[src/rtl/multicycle_control_unit.sv]
// Moore control FSM for the shared-memory multicycle MIPS datapath, with a bounded
// memory wait-state timeout. Define MC_ILLEGAL_TRAP_EN to halt on undecodable instructions.
module multicycle_control_unit #(
  parameter int MAX_WAIT = 15
) (
  input  logic       clk,
  input  logic       rst,
  input  logic [5:0] operation,
  input  logic [5:0] func,
  input  logic       zero,
  input  logic       mem_ready,
  output logic       pc_we,
  output logic       ir_we,
  output logic       mem_we,
  output logic       reg_we,
  output logic       i_or_d,
  output logic       reg_write_addr,
  output logic       reg_write_data,
  output logic [1:0] alu_src_a,
  output logic [1:0] alu_src_b,
  output logic       imm_zero_ext,
  output logic [2:0] alu_controller,
  output logic [1:0] pc_src,
  output logic       illegal,
  output logic       bus_err,
  output logic [3:0] state
);

  typedef enum logic [3:0] {
    S_FETCH     = 4'd0,
    S_DECODE    = 4'd1,
    S_MEM_ADDR  = 4'd2,
    S_MEM_READ  = 4'd3,
    S_MEM_WB    = 4'd4,
    S_MEM_WRITE = 4'd5,
    S_EXECUTE   = 4'd6,
    S_ALU_WB    = 4'd7,
    S_BRANCH    = 4'd8,
    S_IMM_EXEC  = 4'd9,
    S_IMM_WB    = 4'd10,
    S_JUMP      = 4'd11,
    S_JR        = 4'd12,
    S_HALT      = 4'd13
  } state_t;

  localparam logic [2:0] ALU_ADD = 3'b010;
  localparam logic [2:0] ALU_SUB = 3'b110;
  localparam logic [2:0] ALU_AND = 3'b000;
  localparam logic [2:0] ALU_OR  = 3'b001;
  localparam logic [2:0] ALU_SLL = 3'b011;
  localparam logic [2:0] ALU_SRL = 3'b100;
  localparam logic [2:0] ALU_SRA = 3'b101;
  localparam logic [2:0] ALU_SLT = 3'b111;

  localparam logic [5:0] OP_RTYPE = 6'b000000;
  localparam logic [5:0] OP_J     = 6'b000010;
  localparam logic [5:0] OP_BEQ   = 6'b000100;
  localparam logic [5:0] OP_BNE   = 6'b000101;
  localparam logic [5:0] OP_ADDI  = 6'b001000;
  localparam logic [5:0] OP_ANDI  = 6'b001100;
  localparam logic [5:0] OP_ORI   = 6'b001101;
  localparam logic [5:0] OP_LW    = 6'b100011;
  localparam logic [5:0] OP_SW    = 6'b101011;
  localparam logic [5:0] FN_JR    = 6'b001000;

  // A zero-width counter is not legal, so MAX_WAIT=0 keeps a 1-bit free-running one.
  localparam int         CW   = (MAX_WAIT > 0) ? $clog2(MAX_WAIT + 1) : 1;
  localparam logic [CW-1:0] WLIM = CW'((MAX_WAIT > 0) ? MAX_WAIT - 1 : 0);

  state_t        state_q, state_d;
  logic [CW-1:0] wcnt_q, wcnt_d;
  logic          bus_err_q, bus_err_d;
  logic          pc_we_s, ir_we_s, mem_we_s, reg_we_s;
  logic          wait_st, bad;
  logic          r_ok, r_shamt;
  logic [2:0]    r_alu;

  // R-type function decode: ALU code, legality and whether shamt feeds port A.
  always_comb begin
    r_ok    = 1'b1;
    r_shamt = 1'b0;
    r_alu   = ALU_ADD;
    case (func)
      6'b000000: begin r_alu = ALU_SLL; r_shamt = 1'b1; end
      6'b000010: begin r_alu = ALU_SRL; r_shamt = 1'b1; end
      6'b000011: begin r_alu = ALU_SRA; r_shamt = 1'b1; end
      6'b000100: r_alu = ALU_SLL;
      6'b000110: r_alu = ALU_SRL;
      6'b000111: r_alu = ALU_SRA;
      6'b100000: r_alu = ALU_ADD;
      6'b100010: r_alu = ALU_SUB;
      6'b100100: r_alu = ALU_AND;
      6'b100101: r_alu = ALU_OR;
      6'b101010: r_alu = ALU_SLT;
      default:   r_ok  = 1'b0;
    endcase
  end

`ifdef MC_ILLEGAL_TRAP_EN
  logic illegal_q, illegal_d;
`endif

  always_comb begin
    state_d        = state_q;
    wcnt_d         = wcnt_q;
    bus_err_d      = bus_err_q;
`ifdef MC_ILLEGAL_TRAP_EN
    illegal_d      = illegal_q;
`endif
    bad            = 1'b0;
    pc_we_s        = 1'b0;
    ir_we_s        = 1'b0;
    mem_we_s       = 1'b0;
    reg_we_s       = 1'b0;
    i_or_d         = 1'b0;
    reg_write_addr = 1'b0;
    reg_write_data = 1'b0;
    alu_src_a      = 2'b00;
    alu_src_b      = 2'b00;
    imm_zero_ext   = 1'b0;
    alu_controller = 3'b000;
    pc_src         = 2'b00;
    wait_st        = (state_q == S_FETCH) || (state_q == S_MEM_READ) ||
                     (state_q == S_MEM_WRITE);

    case (state_q)
      S_FETCH: begin
        alu_src_b      = 2'b01;
        alu_controller = ALU_ADD;
        if (mem_ready) begin
          pc_we_s = 1'b1;
          ir_we_s = 1'b1;
          state_d = S_DECODE;
        end
      end
      S_DECODE: begin
        alu_src_b      = 2'b11;
        alu_controller = ALU_ADD;
        case (operation)
          OP_LW, OP_SW:           state_d = S_MEM_ADDR;
          OP_RTYPE: begin
            if (func == FN_JR)    state_d = S_JR;
            else if (r_ok)        state_d = S_EXECUTE;
            else                  bad     = 1'b1;
          end
          OP_BEQ, OP_BNE:         state_d = S_BRANCH;
          OP_ADDI, OP_ANDI, OP_ORI: state_d = S_IMM_EXEC;
          OP_J:                   state_d = S_JUMP;
          default:                bad     = 1'b1;
        endcase
        if (bad) begin
`ifdef MC_ILLEGAL_TRAP_EN
          state_d   = S_HALT;
          illegal_d = 1'b1;
`else
          state_d   = S_FETCH;
`endif
        end
      end
      S_MEM_ADDR: begin
        alu_src_a      = 2'b01;
        alu_src_b      = 2'b10;
        alu_controller = ALU_ADD;
        state_d        = (operation == OP_LW) ? S_MEM_READ : S_MEM_WRITE;
      end
      S_MEM_READ: begin
        i_or_d = 1'b1;
        if (mem_ready) state_d = S_MEM_WB;
      end
      S_MEM_WB: begin
        reg_we_s       = 1'b1;
        reg_write_data = 1'b1;
        state_d        = S_FETCH;
      end
      S_MEM_WRITE: begin
        i_or_d   = 1'b1;
        mem_we_s = 1'b1;
        if (mem_ready) state_d = S_FETCH;
      end
      S_EXECUTE: begin
        alu_src_a      = r_shamt ? 2'b10 : 2'b01;
        alu_controller = r_alu;
        state_d        = S_ALU_WB;
      end
      S_ALU_WB: begin
        reg_we_s       = 1'b1;
        reg_write_addr = 1'b1;
        state_d        = S_FETCH;
      end
      S_BRANCH: begin
        alu_src_a      = 2'b01;
        alu_controller = ALU_SUB;
        pc_src         = 2'b01;
        pc_we_s        = (operation == OP_BEQ) ? zero : !zero;
        state_d        = S_FETCH;
      end
      S_IMM_EXEC: begin
        alu_src_a = 2'b01;
        alu_src_b = 2'b10;
        case (operation)
          OP_ANDI: begin alu_controller = ALU_AND; imm_zero_ext = 1'b1; end
          OP_ORI:  begin alu_controller = ALU_OR;  imm_zero_ext = 1'b1; end
          default: alu_controller = ALU_ADD;
        endcase
        state_d = S_IMM_WB;
      end
      S_IMM_WB: begin
        reg_we_s = 1'b1;
        state_d  = S_FETCH;
      end
      S_JUMP: begin
        pc_src  = 2'b10;
        pc_we_s = 1'b1;
        state_d = S_FETCH;
      end
      S_JR: begin
        pc_src  = 2'b11;
        pc_we_s = 1'b1;
        state_d = S_FETCH;
      end
      S_HALT:  state_d = S_HALT;
      default: state_d = S_FETCH;
    endcase

    // A ready on the final allowed cycle still completes the access normally.
    if ((MAX_WAIT > 0) && wait_st && !mem_ready && (wcnt_q == WLIM)) begin
      state_d   = S_HALT;
      bus_err_d = 1'b1;
    end

    if (state_d != state_q)          wcnt_d = '0;
    else if (wait_st && !mem_ready)  wcnt_d = wcnt_q + 1'b1;
  end

  always_ff @(posedge clk or posedge rst) begin
    if (rst) begin
      state_q   <= S_FETCH;
      wcnt_q    <= '0;
      bus_err_q <= 1'b0;
    end else begin
      state_q   <= state_d;
      wcnt_q    <= wcnt_d;
      bus_err_q <= bus_err_d;
    end
  end

`ifdef MC_ILLEGAL_TRAP_EN
  always_ff @(posedge clk or posedge rst) begin
    if (rst) illegal_q <= 1'b0;
    else     illegal_q <= illegal_d;
  end
  assign illegal = illegal_q;
`else
  assign illegal = 1'b0;
`endif

  // Reset is asynchronous, so enables are also masked combinationally while it is held.
  assign pc_we   = pc_we_s  & ~rst;
  assign ir_we   = ir_we_s  & ~rst;
  assign mem_we  = mem_we_s & ~rst;
  assign reg_we  = reg_we_s & ~rst;
  assign bus_err = bus_err_q;
  assign state   = state_q;

endmodule

[config.mk]
export PLATFORM = sky130hd
export DESIGN_NAME = multicycle_control_unit
export DESIGN_NICKNAME = d
export VERILOG_FILES = /design/src/rtl/multicycle_control_unit.sv
export SDC_FILE = /design/constraint.sdc
export NUM_CORES = 1
export LEC_CHECK = 0
export CORE_ASPECT_RATIO = 0.6
export CORE_MARGIN = 4
export CORE_UTILIZATION = 41
export CTS_CLUSTER_SIZE = 28
export DETAILED_ROUTE_END_ITERATION = 10
export GPL_TIMING_DRIVEN = 0
export PLACE_DENSITY = 0.83
export RECOVER_POWER = 50
export SKIP_LAST_GASP = 1
export SYNTH_ARGS = -nofsm -noshare
export SYNTH_HDL_FRONTEND = slang
export SYNTH_SLANG_ARGS = --single-unit
[constraint.sdc]
create_clock -name clk -period 2 [get_ports clk]
set_input_delay 0.4 -clock clk [delete_from_list [all_inputs] [get_ports clk]]
set_output_delay 0.4 -clock clk [all_outputs]
set_load 0.01 [all_outputs]
Yosys cells after proc, flatten, opt, wreduce, memory -nomap -nowiden

Index checks and enable logic that the tools add are counted.

Bitwise logic cells: 5
Multiplexer cells: 36
Reduce and logical (&&, ||, !) cells: 26
$add $sub $neg: 1
Equality and inequality tests: 34

Operators by type and width:

| operator                                                        | number |
|---|---|
| 6-bit == test, second input constant                            | 7 |
| 4-bit 2-to-1 mux                                                | 9 |
| 4-bit one-hot mux with 8 select lines                           | 1 |
| 6-bit by 3-bit == test with 1-bit output, second input constant | 5 |
| 4-bit == test, second input constant                            | 7 |
| 6-bit by 4-bit == test with 1-bit output, second input constant | 4 |
| 3-bit one-hot mux with 7 select lines                           | 1 |
| 4-bit one-hot mux with 5 select lines                           | 1 |
| 6-bit by 2-bit == test with 1-bit output, second input constant | 3 |
| 2-bit OR reduction                                              | 9 |
| 4-bit by 3-bit == test with 1-bit output, second input constant | 4 |
| 1-bit 2-to-1 mux                                                | 15 |
| 3-bit OR reduction                                              | 5 |
| 6-bit logical NOT                                               | 2 |
| 2-bit one-hot mux with 3 select lines                           | 2 |
| 3-bit one-hot mux with 4 select lines                           | 1 |
| 11-bit OR reduction                                             | 1 |
| 4-bit by 2-bit == test with 1-bit output, second input constant | 2 |
| 2-bit one-hot mux with 2 select lines                           | 2 |
| 8-bit OR reduction                                              | 1 |
| 4-bit by 1-bit adder with 4-bit output, second input constant   | 1 |
| 1-bit AND                                                       | 4 |
| 4-bit by 1-bit == test with 1-bit output, second input constant | 1 |
| 4-bit logical NOT                                               | 1 |
| other kinds (10)                                                | 13 |

Register bits: 9
Bits of input ports: 16
Word-level logic and storage cells: 105

Longest topological paths before layout

Gate-level depths: netlist of run 1.

Depth after elaboration: 12
Mapped depth: 8

Worst setup path after synthesis of run 1

No wires, ideal clock.

Kind: flip-flop to flip-flop
From: register state_q[3], in the netlist state[3]
To: register wcnt_q[0]
Buffers on the path: 0
Clock period less this slack: 2025 ps
Stages on the path, launching flop included: 7
Slack: -25 ps
Arrival time: 1889 ps
Required time: 1864 ps
Path through: dfrtp_1 or4_4 o22ai_4 and4_1 a211oi_1 o2111ai_2 nor3_1

Longest elaborated chain between the ends: 8
Elaborated cells between the ends (all ways): 24
Those cells by class: eq/ne: 8; mux: 10; reduce/logical: 6

Ends and longest elaborated chain:

| what                                                                       | line          | text |
|---|---|---|
| start, declared                                                            | 70            | `state_t state_q, state_d;` |
| start signal, assigned                                                     | 241           | `state_q <= state_d;` |
| 4-bit 2-to-1 mux (tied with other cells)                                   | 143           | `else if (r_ok) state_d = S_EXECUTE;` |
| 4-bit 2-to-1 mux or 1-bit logical OR (tied branches)                       | 142, 123      |  |
| 4-bit one-hot mux with 5 select lines or 1-bit logical OR (tied branches)  | 139, 123      |  |
| 4-bit 2-to-1 mux or 1-bit logical AND (tied branches)                      | 151, 226, 232 |  |
| 4-bit one-hot mux with 8 select lines or 1-bit logical AND (tied branches) | 126, 226      |  |
| 4-bit 2-to-1 mux                                                           | 226           | `if ((MAX_WAIT > 0) && wait_st && !mem_ready && (wcnt_q == WLIM)) begin` |
| 4-bit inequality test                                                      | 231           | `if (state_d != state_q) wcnt_d = '0;` |
| 4-bit 2-to-1 mux or 2-bit nonzero test (tied branches)                     | --            |  |
| end signal, assigned                                                       | 242           | `wcnt_q <= wcnt_d;` |
| end, declared                                                              | 71            | `logic [CW-1:0] wcnt_q, wcnt_d;` |

Several ways; a longest one is shown, not always the timed one.
A chain may end at the register's enable or synchronous reset.

Worst setup path in the final report of run 1

From: register state_q[2], in the netlist state[2]
To: register wcnt_q[3]

The elaborated chain is that of the path after synthesis.

==> results.toml, run 1 <==
[sta]
rsz0062_at_grt = "yes"
setup_violations = 6
skew_ps = 1.01
final_hold_viol_count = 0
slew_headroom_pct = 57.2
worst_pin_slew_ps = 632
slew_viol_final = 0
holdWs_ps = 459
finalCriticalPeriod_ps = 2090
fin_crit_sh_pct = 105
worst_slack_ps = -92.6
timing.fmax_mhz = 478

[place]
dp_hpwl_mm = 2.62
port_buffers = 36
place_area_sq_um = 1520
place_congestion = 0.914

[yosys]
netlist-cell-type-count = 49
ys_seq_area_share_pct = 20.3
yosys_most_used_dff = "dfrtp_1"
yosys.area.top_type = "dfrtp_1"
yosys_warnings = 0
yosys-top-cells-area = "dfrtp_1 20%, nor3_1 6.8%, nor2_1 5.4%, a21oi_1 4.5%, nand3_1 4.1%"
synth-seq-cells = 9
syn_area_per_cell_sq_um = 7.30
netlist_instances = 152
synth_edf_count = 0
syn_area_sq_um = 1110
synth_nets = 170
synth.top_cell.area_share_pct = 20.3
ys_async_sr_fraction_pct = 100

[detailed_routing]
drt-pass1-iter-count = 5
dr_total_vias = 1521
wl_mm = 4.29
ant_nets = 0
wl_per_cell_um = 18.0
via_per_inst = 6.36
drtIter0Drc = 224
post-route-drc-count = 0

[setup_path]
r2r_slack_ps = -90
reg2regPathDepth = 6
required_ps = 2100
end_kind = "flip-flop"
rr_startpoint = "state[2]$_DFF_PP0_"
cp_max_fo = 6
critPathArrivalTime_ps = 2190
startpoint_type = "flip-flop"
setup.worst_path.end = "wcnt_q[3]$_DFFE_PP0P_"
setup.worst_path.start = "state[2]$_DFF_PP0_"
crit_type = "flip-flop to flip-flop"
critical_path.cell_chain = "or4_4 > o22ai_4 > and4_4 > a211oi_4 > o2111ai_4 > nor3_1"
r2r-end = "wcnt_q[3]$_DFFE_PP0P_"
max_stage_delay_ps = 550
cpMaxStageDelayCell = "or4_4"

[grt]
grt_max_degree = 11
gr-usage-all-layers_pct = 21.4
grt_pass1_vias = 1360
antenna_found_initial = 0
gr-total-overflow = 0
grt_pass1_wl_mm = 6.33

[die]
start_util_pct = 43.7
pin_count = 39
fp.dieW_um = 75.2
rows = 14
die_h_um = 48.3
core_area_sq_um = 2540
die_area_sq_um = 3630

[flow_run]
drv_cap = 0

[cts]
cts-hold-fix-buffers = 0
cts_tree = "built"
clkTransAtPathRegs_ps = 40
cts_root_buf = "clkbuf_8"
clk_latency_ps = 230
htree_levels = 1
cts_made_buffers = 3
clockBufferDepth = 2
cts.sinks = 9

[final_layout]
layout-drive-gt1-share_pct = 40.1
layout_commonest_cell = "buf_4"
layout_common_cells = "15 x buf_4, 13 x nor2_1, 10 x dlygate4sd2_1"
diodes = 0
final_cell_area_sq_um = 1830
final_nets = 226
syn2layout_area_growth_pct = 64.6

[pwr]
ir_worst_vdd_mv = 0.238
p_per_area_nw_per_um2 = 444
p_leak_uw = 0.000807

[status]
status = "finished with violations"
violations = "setup timing"

[worst_hold_path]
holdCritPathClass = "flip-flop to flip-flop"
[registers in the layout (all words and copies together) (netlist names)]
register	flops
state	4
bus_err	1
wcnt_q	4
[final cells by class]
cell class	count	area, sq um
multi-input combinational	126	990
sequential	9	228
timing repair buffer	51	395
fill	176	713
buffer	8	85.1
inverter	9	43.8
clock buffer	4	45.0
tap	32	40.0
[cells by family (layout without fill, tap and decap cells)]
group / count (synthesis) / in the layout / share of synthesized area, %
other: 1 / 1 / 0.338
flip-flops: 9 / 9 / 20.3
AND/OR/NAND/NOR: 72 / 72 / 36.0
adder cells (fa/ha/maj): 2 / 2 / 2.25
buffers and inverters: 17 / 72 / 6.54
AO/OA/AOI/OAI: 44 / 44 / 28.7
multiplexers: 2 / 2 / 1.92
XOR/XNOR: 5 / 5 / 3.95
[worst min-delay path by stage]
stage | start | end | slack, ps | depth (start not counted)
final | bus_err$_DFFE_PP0P_ | bus_err$_DFFE_PP0P_ | 460 | 1
after global routing | bus_err$_DFFE_PP0P_ | bus_err$_DFFE_PP0P_ | 480 | 1
after CTS | bus_err$_DFFE_PP0P_ | bus_err$_DFFE_PP0P_ | 470 | 1
after detailed placement | bus_err$_DFFE_PP0P_ | bus_err$_DFFE_PP0P_ | 460 | 1
after global placement | bus_err$_DFFE_PP0P_ | bus_err$_DFFE_PP0P_ | 450 | 1
after floorplan | rst | bus_err$_DFFE_PP0P_ | 230 | 1
[per-stage QoR]
| stage | power (uW) | utilization, % | TNS [ps] | worst slack (ps) | std cells |
|---|---|---|---|---|---|
| floorplan | 390 | - | -68.2 | -17.0 | 152 |
| global placement | 504 | 59.8 | -10290 | -926 | 220 |
| detailed placement | 511 | 59.8 | -11030 | -973 | 220 |
| CTS | 742 | 68.2 | -511 | -237 | 234 |
| global route | 848 | 71.9 | -878 | -152 | 239 |
| finish | 810 | 71.9 | -412 | -92.6 | 239 |
[report_power, final]
part           total [uW]  switching [uW]  leakage [uW]  internal (uW)
Sequential            214            17.9      0.000120            196
Clock                 212            73.2     0.0000228            139
Combinational         384             215      0.000665            169
Total                 810             306      0.000807            504
[per-layer routing]
layer	up-vias	GRT usage [%]	share of wire [%]
met4	0	3.49	1.7
li1	684	-	-
met5	-	0	0
met2	130	32.1	45
met3	13	3.72	13
met1	694	32.4	41
[synthesized netlist by cell type (2+ instances only)]
library cell / count
o211ai_1: 2
clkbuf_1: 4
a21oi_1: 10
or3_1: 2
o21ai_0: 8
nand2_1: 9
o31ai_1: 2
nor2_1: 16
xnor2_1: 2
inv_1: 9
xor2_1: 3
o21a_1: 2
nor4_1: 2
nor3b_1: 2
nor3_1: 15
nand2b_1: 4
buf_4: 2
o2111ai_1: 3
nor2b_1: 2
a22o_1: 3
dfrtp_1: 9
a31oi_1: 3
a211o_1: 3
nand3_1: 9
ha_1: 2
[critical path, delay by kind of cell (launching register included)]
kind | cells | cell delay, ps
simple gates | 3 | 930
compound gates | 3 | 550
flops | 1 | 480
[what timing repair did]
item | CTS | global route
setup buffers | 10 | 5
pin swaps | 11 | 6
endpoints found under the hold margin | 0 | 0
endpoints found under the setup margin | 25 | 16
gates resized for setup | 85 | 55
(Power assumes the default switching activity.)
==> run 2: changes to the inputs <==
--- a/config.mk
+++ b/config.mk
@@ -8,6 +8,7 @@
 export CORE_ASPECT_RATIO = 0.6
 export CORE_MARGIN = 4
 export CORE_UTILIZATION = 41
+export CTS_BUF_LIST = sky130_fd_sc_hd__clkbuf_4 sky130_fd_sc_hd__clkbuf_8 sky130_fd_sc_hd__clkbuf_16
 export CTS_CLUSTER_SIZE = 28
 export DETAILED_ROUTE_END_ITERATION = 10
 export GPL_TIMING_DRIVEN = 0
==> results.toml, run 2 (same netlist as run 1, synthesis figures left out) <==
[cts]
cts.sinks = 9
cts_made_buffers = 3
cts_tree = "built"
clockBufferDepth = 2
clk_latency_ps = 230
htree_levels = 1
cts_root_buf = "clkbuf_8"
clkTransAtPathRegs_ps = 40

[detailed_routing]
wl_mm = 4.29
via_per_inst = 6.36
drtIter0Drc = 224
wl_per_cell_um = 17.9
ant_nets = 0
post-route-drc-count = 0
dr_total_vias = 1521
drt-pass1-iter-count = 5

[final_layout]
final_nets = 226
layout-drive-gt1-share_pct = 40.6
syn2layout_area_growth_pct = 64.9
layout_commonest_cell = "buf_4"
multi_input_area_sq_um = 990
nFillCells = 174
final-seq-area_sq_um = 228
layout_common_cells = "15 x buf_4, 13 x nor2_1, 10 x dlygate4sd2_1"
final_cell_area_sq_um = 1830
diodes = 0
instances_no_fill = 239

[die]
fp.dieW_um = 75.2
die_area_sq_um = 3630
start_util_pct = 43.7
die_h_um = 48.3
pin_count = 39
core_area_sq_um = 2540
rows = 14

[grt]
antenna_found_initial = 0
gr-total-overflow = 0
grt_pass1_vias = 1360
grt_pass1_wl_mm = 6.33
grt_max_degree = 11
gr-usage-all-layers_pct = 21.4

[setup_path]
cpMaxStageDelayCell = "or4_4"
crit_type = "flip-flop to flip-flop"
path_buf_inv = 0
end_kind = "flip-flop"
critical_path.cell_chain = "or4_4 > o22ai_4 > and4_4 > a211oi_4 > o2111ai_4 > nor3_1"
max_stage_delay_ps = 550
r2r_slack_ps = -90
required_ps = 2100
startpoint_type = "flip-flop"
cp_max_fo = 6
critPathArrivalTime_ps = 2190
cp_top_family = "simple AND/OR/NAND/NOR gates"
cp.depth = 6
reg2regPathDepth = 6

[sta]
slew_viol_final = 0
worst_pin_slew_ps = 632
rsz0062_at_grt = "yes"
finalCriticalPeriod_ps = 2090
setup_violations = 6
holdWs_ps = 459
timing.fmax_mhz = 478
slew_headroom_pct = 57.2
skew_ps = 1.14
final_hold_viol_count = 0
setup_tns_ps = -412
worst_slack_ps = -92.7
fin_crit_sh_pct = 105

[pwr]
ir_worst_vdd_mv = 0.239
p_total_uw = 824
p_per_area_nw_per_um2 = 450
p_leak_uw = 0.000814

[place]
place_area_sq_um = 1520
dp_hpwl_mm = 2.62
port_buffers = 36
dp.cells = 220
place_congestion = 0.914

[worst_hold_path]
hold_depth = 1
holdCritPathClass = "flip-flop to flip-flop"

[status]
violations = "setup timing"
status = "finished with violations"

[flow_run]
drv_cap = 0
## run 2: cell types whose count changed in the layout (fill, tap and decap cells not counted), sizes merged
| cell | before | now |
|---|---|---|
| dlygate4sd3 | 3 | 4 |
| clkdlybuf4s50 | 4 | 3 |
## run 2: stage by stage
step / utilization [%] / setup slack [ps]
detailed placement: 59.8 / -973
finish: 72.1 / -92.7
CTS: 68.3 / -237
global placement: 59.8 / -926
floorplan: - / -17.0
global route: 72.1 / -152
## run 2: layout make-up
class                      instances  share of cell area (%)
sequential                         9                    12.4
multi-input combinational        126                    54.1
buffer                             8                    4.65
tap                               32                    2.19
timing repair buffer              51                    21.6
clock buffer                       4                    2.67
inverter                           9                    2.39
## run 2: timing repair
item / in CTS / in global routing
endpoints found under the setup margin: 25 / 16
hold buffers: 0 / 0
pin swaps: 11 / 6
gates resized for setup: 85 / 55
setup buffers: 10 / 5
## run 2: worst paths after layout
kind / startpoint / to
setup / recovery: state[2]$_DFF_PP0_ / wcnt_q[3]$_DFFE_PP0P_
hold / removal: bus_err$_DFFE_PP0P_ / bus_err$_DFFE_PP0P_
setup reg to reg: state[2]$_DFF_PP0_ / wcnt_q[3]$_DFFE_PP0P_
hold reg to reg: bus_err$_DFFE_PP0P_ / bus_err$_DFFE_PP0P_
max in group asynchronous: rst / state[3]$_DFF_PP0_
min in group asynchronous: rst / bus_err$_DFFE_PP0P_
## run 2: report_power, final
part | internal, uW | switching, uW
clock | 153 | 73.3
combinational | 169 | 215
sequential | 196 | 17.9
## run 2: routing by layer
metal  up-vias  wire [um]  track usage [%]
li1        684          -                -
met1       694       1740             32.4
met5         -          0                0
met2       130       1910             32.1
met4         0         74             3.49
met3        13        561             3.72
